File: config.mk
export PLATFORM = sky130hd
export DESIGN_NAME = host_instr_unpacker_flat
export DESIGN_NICKNAME = d
export VERILOG_FILES = /design/src/rtl/host_instr_unpacker_if.sv /design/src/rtl/host_instr_unpacker.sv /design/src/flat_wrapper.sv
export SDC_FILE = /design/constraint.sdc
export NUM_CORES = 1
export LEC_CHECK = 0
export ABC_CLOCK_PERIOD_IN_PS = 4900
export CORE_MARGIN = 8
export CORE_UTILIZATION = 53
export CTS_BUF_LIST = sky130_fd_sc_hd__clkbuf_4 sky130_fd_sc_hd__clkbuf_8 sky130_fd_sc_hd__clkbuf_16
export CTS_CLUSTER_DIAMETER = 60
export DETAILED_ROUTE_END_ITERATION = 6
export PLACE_DENSITY = 0.86
export SLEW_MARGIN = 0
export SYNTH_ARGS = -nofsm -noshare
export SYNTH_HDL_FRONTEND = slang
export SYNTH_SLANG_ARGS = --single-unit
File: constraint.sdc
create_clock -name clk -period 4.9 [get_ports clk]
set_clock_uncertainty 0.2 [all_clocks]
set_input_delay 0.98 -clock clk [delete_from_list [all_inputs] [get_ports clk]]
set_output_delay 0.98 -clock clk [all_outputs]
set_load 0.005 [all_outputs]
File: src/rtl/host_instr_unpacker_if.sv
// Host FIFO read port and application instruction handshake of the instruction unpacker.
// The master modport is the unpacker side; the slave modport is the FIFO/consumer side.
interface host_instr_unpacker_if #(
  parameter int HOST_W = 128
);
  logic              host_valid;
  logic [HOST_W-1:0] host_data;
  logic              host_rd;
  logic              app_en;
  logic [31:0]       app_instr;
  logic              app_ack;

  modport master (
    input  host_valid,
    input  host_data,
    output host_rd,
    output app_en,
    output app_instr,
    input  app_ack
  );

  modport slave (
    output host_valid,
    output host_data,
    input  host_rd,
    input  app_en,
    input  app_instr,
    output app_ack
  );
endinterface

File: src/rtl/host_instr_unpacker.sv
// Splits wide host FIFO words into 32-bit instructions, skipping pad slots and
// dropping the tail of a word after an end-of-sequence instruction.
module host_instr_unpacker #(
  parameter int          HOST_W   = 128,
  parameter logic [3:0]  END_OP   = 4'b0000,
  parameter logic [31:0] PAD_WORD = 32'hFFFF_FFFF,
  parameter int          CNT_W    = 16
) (
  input  logic                  clk,
  input  logic                  rst,
  host_instr_unpacker_if.master bus,
  input  logic                  flush,
  output logic                  busy,
  output logic [CNT_W-1:0]      instr_cnt,
  output logic [CNT_W-1:0]      iseq_cnt
);

  localparam int NSLOTS = HOST_W / 32;
  localparam int SLOT_W = (NSLOTS > 1) ? $clog2(NSLOTS) : 1;
  localparam logic [SLOT_W-1:0] LAST_SLOT = SLOT_W'(NSLOTS - 1);

  typedef enum logic [0:0] {
    ST_EMPTY = 1'b0,
    ST_FULL  = 1'b1
  } state_t;

  state_t              state_q, state_d;
  logic [HOST_W-1:0]   buf_q, buf_d;
  logic [SLOT_W-1:0]   slot_q, slot_d;
  logic [CNT_W-1:0]    instr_cnt_q, instr_cnt_d;
  logic [CNT_W-1:0]    iseq_cnt_q, iseq_cnt_d;
  logic [31:0]         cur_s;
  logic                cur_pad_s;
  logic                app_en_s;
  logic                accept_s;
  logic                is_end_s;
  logic                finished_s;
  logic                host_rd_s;

  function automatic logic [31:0] slot_word(input logic [HOST_W-1:0] w,
                                            input logic [SLOT_W-1:0] s);
    return w[32*s +: 32];
  endfunction

  // Presentation side depends only on registered state, so app_instr holds under backpressure.
  always_comb begin
    cur_s     = slot_word(buf_q, slot_q);
    cur_pad_s = (cur_s == PAD_WORD);
    app_en_s  = (state_q == ST_FULL) && !cur_pad_s;
    accept_s  = app_en_s && bus.app_ack;
    is_end_s  = (cur_s[31:28] == END_OP);
  end

  // Next-state logic: rst beats flush, flush beats normal load/consume/skip.
  always_comb begin
    state_d     = state_q;
    buf_d       = buf_q;
    slot_d      = slot_q;
    instr_cnt_d = instr_cnt_q;
    iseq_cnt_d  = iseq_cnt_q;
    host_rd_s   = 1'b0;
    finished_s  = 1'b0;
    if (rst) begin
      state_d     = ST_EMPTY;
      buf_d       = '0;
      slot_d      = '0;
      instr_cnt_d = '0;
      iseq_cnt_d  = '0;
    end else if (flush) begin
      state_d = ST_EMPTY;
      buf_d   = '0;
      slot_d  = '0;
    end else begin
      case (state_q)
        ST_EMPTY: begin
          if (bus.host_valid) begin
            host_rd_s = 1'b1;
            buf_d     = bus.host_data;
            slot_d    = '0;
            state_d   = ST_FULL;
          end else begin
            state_d = ST_EMPTY;
          end
        end
        ST_FULL: begin
          if (cur_pad_s || accept_s) begin
            if (accept_s) begin
              instr_cnt_d = instr_cnt_q + CNT_W'(1);
              if (is_end_s) begin
                iseq_cnt_d = iseq_cnt_q + CNT_W'(1);
              end else begin
                iseq_cnt_d = iseq_cnt_q;
              end
            end else begin
              instr_cnt_d = instr_cnt_q;
            end
            finished_s = (accept_s && is_end_s) || (slot_q == LAST_SLOT);
            // A finished word is replaced in the same cycle so the next slot 0 follows without a bubble.
            if (finished_s) begin
              slot_d = '0;
              if (bus.host_valid) begin
                host_rd_s = 1'b1;
                buf_d     = bus.host_data;
                state_d   = ST_FULL;
              end else begin
                state_d = ST_EMPTY;
              end
            end else begin
              slot_d = slot_q + SLOT_W'(1);
            end
          end else begin
            state_d = ST_FULL;
          end
        end
        default: begin
          state_d = ST_EMPTY;
          slot_d  = '0;
        end
      endcase
    end
  end

  // State and counter registers.
  always_ff @(posedge clk) begin
    state_q     <= state_d;
    buf_q       <= buf_d;
    slot_q      <= slot_d;
    instr_cnt_q <= instr_cnt_d;
    iseq_cnt_q  <= iseq_cnt_d;
  end

  assign bus.host_rd   = host_rd_s;
  assign bus.app_en    = app_en_s;
  assign bus.app_instr = cur_s;
  assign busy          = (state_q == ST_FULL);
  assign instr_cnt     = instr_cnt_q;
  assign iseq_cnt      = iseq_cnt_q;

endmodule

File: src/flat_wrapper.sv
// flat-port wrapper written by rule: the top's interface ports become plain ports
module host_instr_unpacker_flat 
#(
  parameter int          HOST_W   = 128,
  parameter logic [3:0]  END_OP   = 4'b0000,
  parameter logic [31:0] PAD_WORD = 32'hFFFF_FFFF,
  parameter int          CNT_W    = 16
)
  (clk, rst, flush, busy, instr_cnt, iseq_cnt, bus_host_valid, bus_host_data, bus_host_rd, bus_app_en, bus_app_instr, bus_app_ack);
  host_instr_unpacker_if #(.HOST_W(HOST_W)) bus_i ();
  input  logic clk;
  input  logic rst;
  input  logic flush;
  output logic busy;
  output logic [CNT_W-1:0] instr_cnt;
  output logic [CNT_W-1:0] iseq_cnt;
  input wire logic [$bits(bus_i.host_valid)-1:0] bus_host_valid;
  input wire logic [$bits(bus_i.host_data)-1:0] bus_host_data;
  output wire logic [$bits(bus_i.host_rd)-1:0] bus_host_rd;
  output wire logic [$bits(bus_i.app_en)-1:0] bus_app_en;
  output wire logic [$bits(bus_i.app_instr)-1:0] bus_app_instr;
  input wire logic [$bits(bus_i.app_ack)-1:0] bus_app_ack;
  assign bus_i.host_valid = bus_host_valid;
  assign bus_i.host_data = bus_host_data;
  assign bus_host_rd = bus_i.host_rd;
  assign bus_app_en = bus_i.app_en;
  assign bus_app_instr = bus_i.app_instr;
  assign bus_i.app_ack = bus_app_ack;
  host_instr_unpacker #(.HOST_W(HOST_W), .END_OP(END_OP), .PAD_WORD(PAD_WORD), .CNT_W(CNT_W)) u_core (.clk(clk), .rst(rst), .bus(bus_i), .flush(flush), .busy(busy), .instr_cnt(instr_cnt), .iseq_cnt(iseq_cnt));
endmodule
==> results_dict.tcl, run 1 <==
set metrics [dict create \
    min_path_cells 2 \
    min_path_type "register to register" \
    crit_chain "buf_12 -> mux4_2 -> nand4_1 -> nor4_4 -> a21oi_2 -> a21oi_4 -> and2_1 -> clkdlybuf4s50_1" \
    r2r_start "u_core.slot_q[0]" \
    power_mw 3.07 \
    die_height_um 136 \
    synth_cells 800 \
    required_ns 3.72 \
    core_um2 14400 \
    layout-area-overhead-vs-synth_pct 32.9 \
    grt_overflow 0 \
    finalCritPeriodShare 0.960 \
    design_area_um2 10200 \
    clkSlewWorstSetupHoldPaths_ns 0.06 \
    cp-end-kind "primary output" \
    wl_mm 21.0 \
    reg2regPathDepth 8 \
    grt_pass1_wl_mm 32.8 \
    track_usage 0.227 \
    dieArea_um2 18600 \
    critPathMaxStageDelay_ns 0.66 \
    rows 44 \
    multi_input_area_um2 4020 \
    layout_commonest_cell "nand2_1" \
    synth_area_um2 7690 \
    antenna_cells 0 \
    wl_per_cell_um 18.1 \
    synth.net_count 936 \
    synth.avg_cell_area_um2 9.62 \
    cts_tree "done" \
    port_buffers 199 \
    p_leak_nw 3.88 \
    crit_path_end "bus_host_rd" \
    tns_ns 0 \
    synth-seq-cells 163 \
    seqCellArea_um2 3270 \
    rrSetupSlack_ns 1.21 \
    synth_seq_area_share 0.424 \
    globalplace.congestion 0.832 \
    cts.path.max_buffers 2 \
    drive_gt1_frac 0.0890 \
    crit_fanout 22 \
    crit_type "register to primary output" \
    cts_resized 0 \
    max_cap_viol_count 0 \
    clock.fmax_mhz 213 \
    whs_ns 0.257 \
    grt_pass1_vias 6256 \
    grt_antenna_before_repair 0 \
    slowest_stage "dfxtp_2" \
    initial_core_util 0.536 \
    critPathArrivalTime_ns 3.53 \
    firstDrtPassIters 4 \
    start_kind "register" \
    vias_per_cell 5.45 \
    grt_max_degree 259 \
    insertion_delay_ns 0.42 \
    regToRegEndpoint "u_core.buf_q[13]" \
    cts_sinks 163 \
    holdBufCountCts 0 \
    rsz0062_at_grt "no" \
    drc 0 \
    vdd_drop_max_uv 279 \
    setup_viol 0 \
    crit_path_start "u_core.slot_q[0]" \
    powerDensity_nw_per_um2 300 \
    min_period_ns 4.71 \
    cts_setup_buffers 0 \
    maxSlewHeadroom 0.284 \
    die_x_um 136 \
    drt-initial-drc-count 440 \
    cts_buffers 17 \
    ios 200 \
    drv_slew 0 \
    drtAntennaViolNets 0 \
    nets 1102 \
    cts_max_level 4 \
    dp_hpwl_mm 15.2 \
    final_hold_viol_count 0 \
    place_area_um2 9620 \
    yosysWarnings 0 \
    worst_pin_slew_ns 1.07 \
    final.fill_count 1017 \
    clockRootBuffer "clkbuf_16" \
    yosysUniqueCellTypes 41 \
    num_vias 6329 \
    layout_common_cells "266 x nand2_1, 199 x clkdlybuf4s50_1, 161 x dfxtp_1, 129 x mux2i_1, 32 x mux4_2" \
    status "complete, no violations" \
]
[flip-flops by register name, summed over array words and instances (netlist names)]
register          flops
u_core.slot_q         2
u_core.buf_q        128
u_core.instr_cnt     16
u_core.busy           1
u_core.iseq_cnt      16
[power by group]
part	internal [mW]	switching, mW	total [mW]
Sequential	1.36	0.0232	1.39
Combinational	0.185	0.140	0.324
Clock	0.832	0.522	1.35
[worst max-delay path, delay by kind of cell, from the launching register on]
kind | cells | cell delay [ns]
AO/OA/AOI/OAI | 2 | 0.39
buffers and inverters | 2 | 0.80
AND/OR/NAND/NOR | 3 | 0.96
flip-flops | 1 | 0.66
multiplexers | 1 | 0.28
[layout make-up]
type | instances | area share
multi-input cells | 570 | 0.393
flip-flops and latches | 163 | 0.319
repair buffers | 206 | 0.204
clock buffers | 21 | 0.0458
well taps | 184 | 0.0225
clock inverters | 10 | 0.0130
inverters | 8 | 0.00294
[per-stage QoR]
stage,utilization,cells,setup slack (ns)
after detailed placement,0.669,1130,0.590
after CTS,0.711,1161,0.0860
after global routing,0.712,1162,0.0218
after floorplan,-,800,1.23
after global placement,0.669,1130,0.660
final,0.712,1162,0.195
[Yosys cell counts]
cell type | number | area, µm²
ha_1 | 3 | 37.5
buf_4 | 4 | 30.0
xor2_1 | 13 | 114
a211oi_1 | 3 | 22.5
a21oi_1 | 5 | 25.0
nand2_1 | 266 | 998
buf_6 | 5 | 56.3
buf_8 | 11 | 165
mux2_2 | 4 | 45.0
dfxtp_1 | 163 | 3260
nand4_1 | 18 | 113
nand2b_1 | 1 | 6.26
nand3_1 | 8 | 40.0
nor2b_1 | 3 | 18.8
or4_1 | 1 | 7.51
nor3_2 | 1 | 10.0
a311oi_1 | 2 | 17.5
and4_1 | 3 | 26.3
nor2_1 | 32 | 120
nand3b_1 | 1 | 7.51
xnor2_1 | 10 | 87.6
and2_1 | 5 | 31.3
inv_1 | 8 | 30.0
mux4_2 | 32 | 721
or2_2 | 1 | 6.26
o21ai_1 | 1 | 5.00
a2111oi_0 | 5 | 43.8
clkbuf_1 | 36 | 135
nor4_4 | 2 | 42.5
a21oi_2 | 2 | 17.5
buf_1 | 1 | 3.75
a31o_2 | 2 | 17.5
nor4_2 | 1 | 12.5
a2111oi_1 | 1 | 10.0
o21ba_2 | 1 | 10.0
and3_1 | 9 | 56.3
a32o_1 | 1 | 10.0
o21ai_0 | 2 | 10.0
buf_2 | 2 | 10.0
a41o_1 | 2 | 20.0
mux2i_1 | 129 | 1290
[worst min-delay path by stage]
stage                startpoint  slack [ns]               end
2_1_floorplan  u_core.buf_q[64]        0.23  u_core.buf_q[64]
4_1_cts        u_core.buf_q[10]        0.26  u_core.buf_q[10]
3_3_place_gp   u_core.buf_q[92]        0.24  u_core.buf_q[92]
6_report       u_core.buf_q[40]        0.26  u_core.buf_q[40]
5_1_grt        u_core.buf_q[96]        0.27  u_core.buf_q[96]
3_5_place_dp   u_core.buf_q[27]        0.25  u_core.buf_q[27]
[layer usage]
layer,vias up,wire length [µm],track usage
li1,3063,-,-
met1,3010,8780,0.272
met2,224,9790,0.361
met3,32,1830,0.0841
met4,0,602,0.0921
met5,-,0,0
[logic make-up after synthesis]
logic type	synth area share
XOR/XNOR	0.0262
multiplexers	0.267
buffers and inverters	0.0559
AND/OR/NAND/NOR	0.194
flip-flops	0.424
adder cells (fa/ha/maj)	0.00488
AO/OA/AOI/OAI	0.0272
(Power assumes the default switching activity.)
==> run 2: changes to the inputs <==
--- a/config.mk
+++ b/config.mk
@@ -5,7 +5,8 @@
 export SDC_FILE = /design/constraint.sdc
 export NUM_CORES = 1
 export LEC_CHECK = 0
-export ABC_CLOCK_PERIOD_IN_PS = 4900
+export ABC_CLOCK_PERIOD_IN_PS = 5900
+export CAP_MARGIN = 40
 export CORE_MARGIN = 8
 export CORE_UTILIZATION = 53
 export CTS_BUF_LIST = sky130_fd_sc_hd__clkbuf_4 sky130_fd_sc_hd__clkbuf_8 sky130_fd_sc_hd__clkbuf_16
==> constraint.sdc (replaced) <==
create_clock -name clk -period 5.9 [get_ports clk]
set_clock_uncertainty 0.2 [all_clocks]
set_input_delay 1.18 -clock clk [delete_from_list [all_inputs] [get_ports clk]]
set_output_delay 1.18 -clock clk [all_outputs]
set_load 0.005 [all_outputs]
==> run 2 against run 1 <==
First-iteration DRC count is 9.1% lower. Sequential share of layout area is 0.070 points higher. Power is 17% lower. Die area stayed put. Largest cell class unchanged. Critical path type unchanged. Via count is 1.0% higher. Clock-buffer cell count is 1 lower.
==> results_dict.tcl, run 2 (synthesis results as in run 1) <==
set metrics [dict create \
    crit_type "register to primary output" \
    reg2regPathDepth 8 \
    rows 44 \
    layout-area-overhead-vs-synth_pct 32.6 \
    grt_pass1_vias 6386 \
    layout_common_cells "266 x nand2_1, 199 x clkdlybuf4s50_1, 161 x dfxtp_1, 129 x mux2i_1, 32 x mux4_2" \
    grt_most_used_layer "met2" \
    rsz0062_at_grt "no" \
    wl_mm 21.4 \
    cp-end-kind "primary output" \
    p_leak_nw 3.86 \
    tns_ns 0 \
    wl_per_cell_um 18.5 \
    drtAntennaViolNets 0 \
    largest_register_ffs 128 \
    port_buffers 199 \
    clockRootBuffer "clkbuf_16" \
    die_x_um 136 \
    cts_sinks 163 \
    initial_core_util 0.536 \
    firstDrtPassIters 5 \
    drt-initial-drc-count 400 \
    cts_setup_buffers 0 \
    finalCritPeriodShare 0.886 \
    global_route.usage.met2 0.375 \
    clkSlewWorstSetupHoldPaths_ns 0.07 \
    max_cap_viol_count 0 \
    grt_pass1_wl_mm 33.1 \
    core_um2 14400 \
    grt_overflow 0 \
    required_ns 4.52 \
    antenna_cells 0 \
    status "complete, no violations" \
    min_path_cells 2 \
    start_kind "register" \
    crit_path_start "u_core.slot_q[0]" \
    cts_tree "done" \
    vias_per_cell 5.51 \
    powerDensity_nw_per_um2 251 \
    crit_fanout 20 \
    die_height_um 136 \
    drv_slew 0 \
    grt_max_degree 259 \
    clock.fmax_mhz 191 \
    r2r_start "u_core.slot_q[0]" \
    postLayoutCoreUtil 0.710 \
    insertion_delay_ns 0.43 \
    nets 1099 \
    grt_antenna_before_repair 0 \
    layout_commonest_cell "nand2_1" \
    cts.path.max_buffers 2 \
    hp-start "u_core.buf_q[80]" \
    drc 0 \
    min_path_type "register to register" \
    grt_use_met1 0.270 \
    vdd_drop_max_uv 208 \
    setup_viol 0 \
    dieArea_um2 18600 \
    dp_hpwl_mm 15.2 \
    worst_pin_slew_ns 0.978 \
    drive_gt1_frac 0.0871 \
    cts_max_level 4 \
    grt_use_met3 0.0808 \
    holdBufCountCts 0 \
    final.fill_count 1014 \
    cts_resized 0 \
    track_usage 0.230 \
    maxSlewHeadroom 0.348 \
    cts_buffers 17 \
    num_vias 6395 \
    top_register "u_core.buf_q" \
    multi_input_area_um2 4020 \
    min_period_ns 5.23 \
    critPathArrivalTime_ns 3.85 \
    ios 200 \
    seqCellArea_um2 3270 \
    globalplace.congestion 0.823 \
    final_hold_viol_count 0 \
]
run 2: metal layers:
metal,vias up,wire length [µm]
met1,3035,8650
li1,3058,-
met4,0,636
met2,265,10200
met3,37,1910
met5,-,0
run 2: cell type report:
class / count / area share
Clock buffer: 20 / 0.0457
Clock inverter: 12 / 0.0143
Timing Repair Buffer: 203 / 0.201
Multi-Input combinational cell: 570 / 0.394
Tap cell: 184 / 0.0226
Sequential cell: 163 / 0.320
Inverter: 8 / 0.00294
run 2: final timing paths:
kind	slack (ns)	to
hold reg to reg	0.26	u_core.buf_q[80]
setup reg to reg	1.87	u_core.buf_q[20]
setup / recovery	0.67	bus_host_rd
hold / removal	0.26	u_core.buf_q[80]
run 2: worst max-delay path: stages (launching register included):
cell,delay (ns)
dfxtp_2,0.70
buf_4,0.45
mux4_2,0.35
nand4_1,0.15
nor4_4,0.64
a21oi_2,0.17
a21oi_4,0.21
and2_1,0.20
clkdlybuf4s50_1,0.52
run 2: through the flow:
| stage | setup WS, ns | power, mW | instance area (µm²) | hold WS (ns) | instances |
|---|---|---|---|---|---|
| finish | 0.672 | 2.56 | 10200 | 0.259 | 1160 |
| floorplan | 2.03 | 1.31 | 7690 | 0.232 | 800 |
| global placement | 1.22 | 1.44 | 9590 | 0.241 | 1128 |
| global route | 0.393 | 2.64 | 10200 | 0.275 | 1160 |
| detailed placement | 1.13 | 1.44 | 9590 | 0.244 | 1128 |
| CTS | 0.637 | 2.57 | 10200 | 0.261 | 1160 |
run 2: report_power, final:
part | leakage, nW | internal (mW) | switching, mW
Clock | 0.285 | 0.665 | 0.472
Sequential | 1.33 | 1.13 | 0.0193
Combinational | 2.25 | 0.153 | 0.117
Total | 3.86 | 1.95 | 0.608
==> run 3: changes to the inputs <==
--- a/config.mk
+++ b/config.mk
@@ -13,6 +13,8 @@
 export CTS_CLUSTER_DIAMETER = 60
 export DETAILED_ROUTE_END_ITERATION = 6
 export PLACE_DENSITY = 0.86
+export RECOVER_POWER = 50
+export SETUP_SLACK_MARGIN = 0.02
 export SLEW_MARGIN = 0
 export SYNTH_ARGS = -nofsm -noshare
 export SYNTH_HDL_FRONTEND = slang
==> run 3 against run 2 <==
The flow now finishes with violations (max-capacitance violations, max-slew violations). Global-route usage did not move. Flip-flop and latch count did not move. Power up 0.15%. Fmax is 0.44% lower. Critical path depth unchanged. First-iteration DRC count rose by 9.3%. Wire length barely moved. Clock power about the same. Final cell count did not move. Critical path type unchanged.
==> results_dict.tcl, run 3 (synthesis results as in run 1) <==
set metrics [dict create \
    cp_top_family "buffers and inverters" \
    drc 0 \
    tns_ns 0 \
    r2r_start "u_core.slot_q[0]" \
    largest_register_ffs 128 \
    layout_common_cells "266 x nand2_1, 161 x dfxtp_1, 141 x clkdlybuf4s50_1, 129 x mux2i_1, 58 x dlygate4sd3_1" \
    required_ns 4.52 \
    p_leak_nw 4.05 \
    antenna_cells 0 \
    crit_type "register to primary output" \
    grt_pass1_vias 6386 \
    drt-initial-drc-count 437 \
    drv_slew 129 \
    grt_pass1_wl_mm 33.1 \
    clkSlewWorstSetupHoldPaths_ns 0.07 \
    die_x_um 136 \
    core_um2 14400 \
    path_depth 8 \
    min_path_cells 2 \
    status "finished with violations" \
    cts_sinks 163 \
    grt_overflow 0 \
    slowest_stage "dfxtp_2" \
    layout-area-overhead-vs-synth_pct 32.2 \
    crit_path_start "u_core.slot_q[0]" \
    vdd_drop_max_uv 208 \
    grt_max_degree 259 \
    maxSlewHeadroom -0.516 \
    top_register "u_core.buf_q" \
    nets 1099 \
    clockRootBuffer "clkbuf_16" \
    worst-path-buf-inv 2 \
    cts_tree "done" \
    setup_viol 0 \
    grt_antenna_before_repair 0 \
    violations "max-capacitance violations, max-slew violations" \
    dieArea_um2 18600 \
    min_path_type "register to register" \
    cts_resized 0 \
    final_hold_viol_count 0 \
    worst_pin_slew_ns 2.27 \
    initial_core_util 0.536 \
    vias_per_cell 5.49 \
    rsz0062_at_grt "no" \
    finalCritPeriodShare 0.890 \
    start_kind "register" \
    hp-start "u_core.buf_q[94]" \
    critPathArrivalTime_ns 3.87 \
    num_vias 6369 \
    track_usage 0.230 \
    drive_gt1_frac 0.0830 \
    cts_setup_buffers 0 \
    powerDensity_nw_per_um2 252 \
    die_height_um 136 \
    cp-end-kind "primary output" \
    cts_max_level 4 \
    cts.path.max_buffers 2 \
    clock.fmax_mhz 190 \
    max_cap_viol_count 1 \
    postLayoutCoreUtil 0.708 \
    reg2regPathDepth 8 \
    port_buffers 199 \
    wl_per_cell_um 18.5 \
    holdBufCountCts 0 \
    critPathMaxStageDelay_ns 0.69 \
    rows 44 \
    cts_buffers 17 \
    insertion_delay_ns 0.43 \
    wl_mm 21.4 \
    ios 200 \
    layout_commonest_cell "nand2_1" \
    crit_fanout 20 \
    globalplace.congestion 0.823 \
    firstDrtPassIters 5 \
    min_period_ns 5.25 \
    drtAntennaViolNets 0 \
    crit_chain "buf_4 -> mux4_2 -> nand4_1 -> nor4_4 -> a21oi_1 -> a21oi_4 -> and2_1 -> clkdlybuf4s50_1" \
    dp_hpwl_mm 15.2 \
]
[run 3: cell types whose count changed in the layout (fill, tap and decap cells not counted), sizes merged]
cell / delta
buf: -1
clkbuf: +1
clkdlybuf4s50: -58
dlygate4sd3: +58
[run 3: path summary, 6_finish.rpt]
check / slack, ns / endpoint
setup reg to reg: 0.67 / u_core.buf_q[42]
hold reg to reg: 0.26 / u_core.buf_q[94]
setup / recovery: 0.65 / bus_host_rd
hold / removal: 0.26 / u_core.buf_q[94]
[run 3: layer usage]
layer	routed length (µm)	global-route usage	vias to the layer above	share of wire
li1	-	-	3054	-
met1	8560	0.270	3011	0.40
met5	0	0	-	0
met4	629	0.0970	0	0.029
met3	1950	0.0808	40	0.091
met2	10300	0.375	264	0.48
[run 3: stage by stage]
step                instances  area [µm²]  hold slack [ns]  setup WS [ns]  power [mW]
finish                   1160       10200            0.261          0.649        2.56
global route             1160       10200            0.275          0.312        2.64
CTS                      1160       10200            0.261          0.637        2.57
detailed placement       1128        9590            0.244           1.13        1.44
global placement         1128        9590            0.241           1.22        1.44
floorplan                 800        7690            0.232           2.03        1.31
[run 3: area by class of cell]
cell class	count	area [µm²]
fill	1019	4200
multi-input combinational	570	4000
sequential	163	3270
timing repair buffer	203	2030
clock buffer	20	467
tap	184	230
clock inverter	12	146
inverter	8	30.0
[run 3: report_power, final]
| group | switching [mW] | internal (mW) | total [mW] |
|---|---|---|---|
| clock | 0.472 | 0.665 | 1.14 |
| combinational | 0.116 | 0.158 | 0.274 |
| sequential | 0.0193 | 1.13 | 1.15 |
[run 3: worst min-delay path, stage by stage (launching register included)]
cell     delay, ns
dfxtp_1       0.31
nand2_1       0.06
mux2i_1       0.05
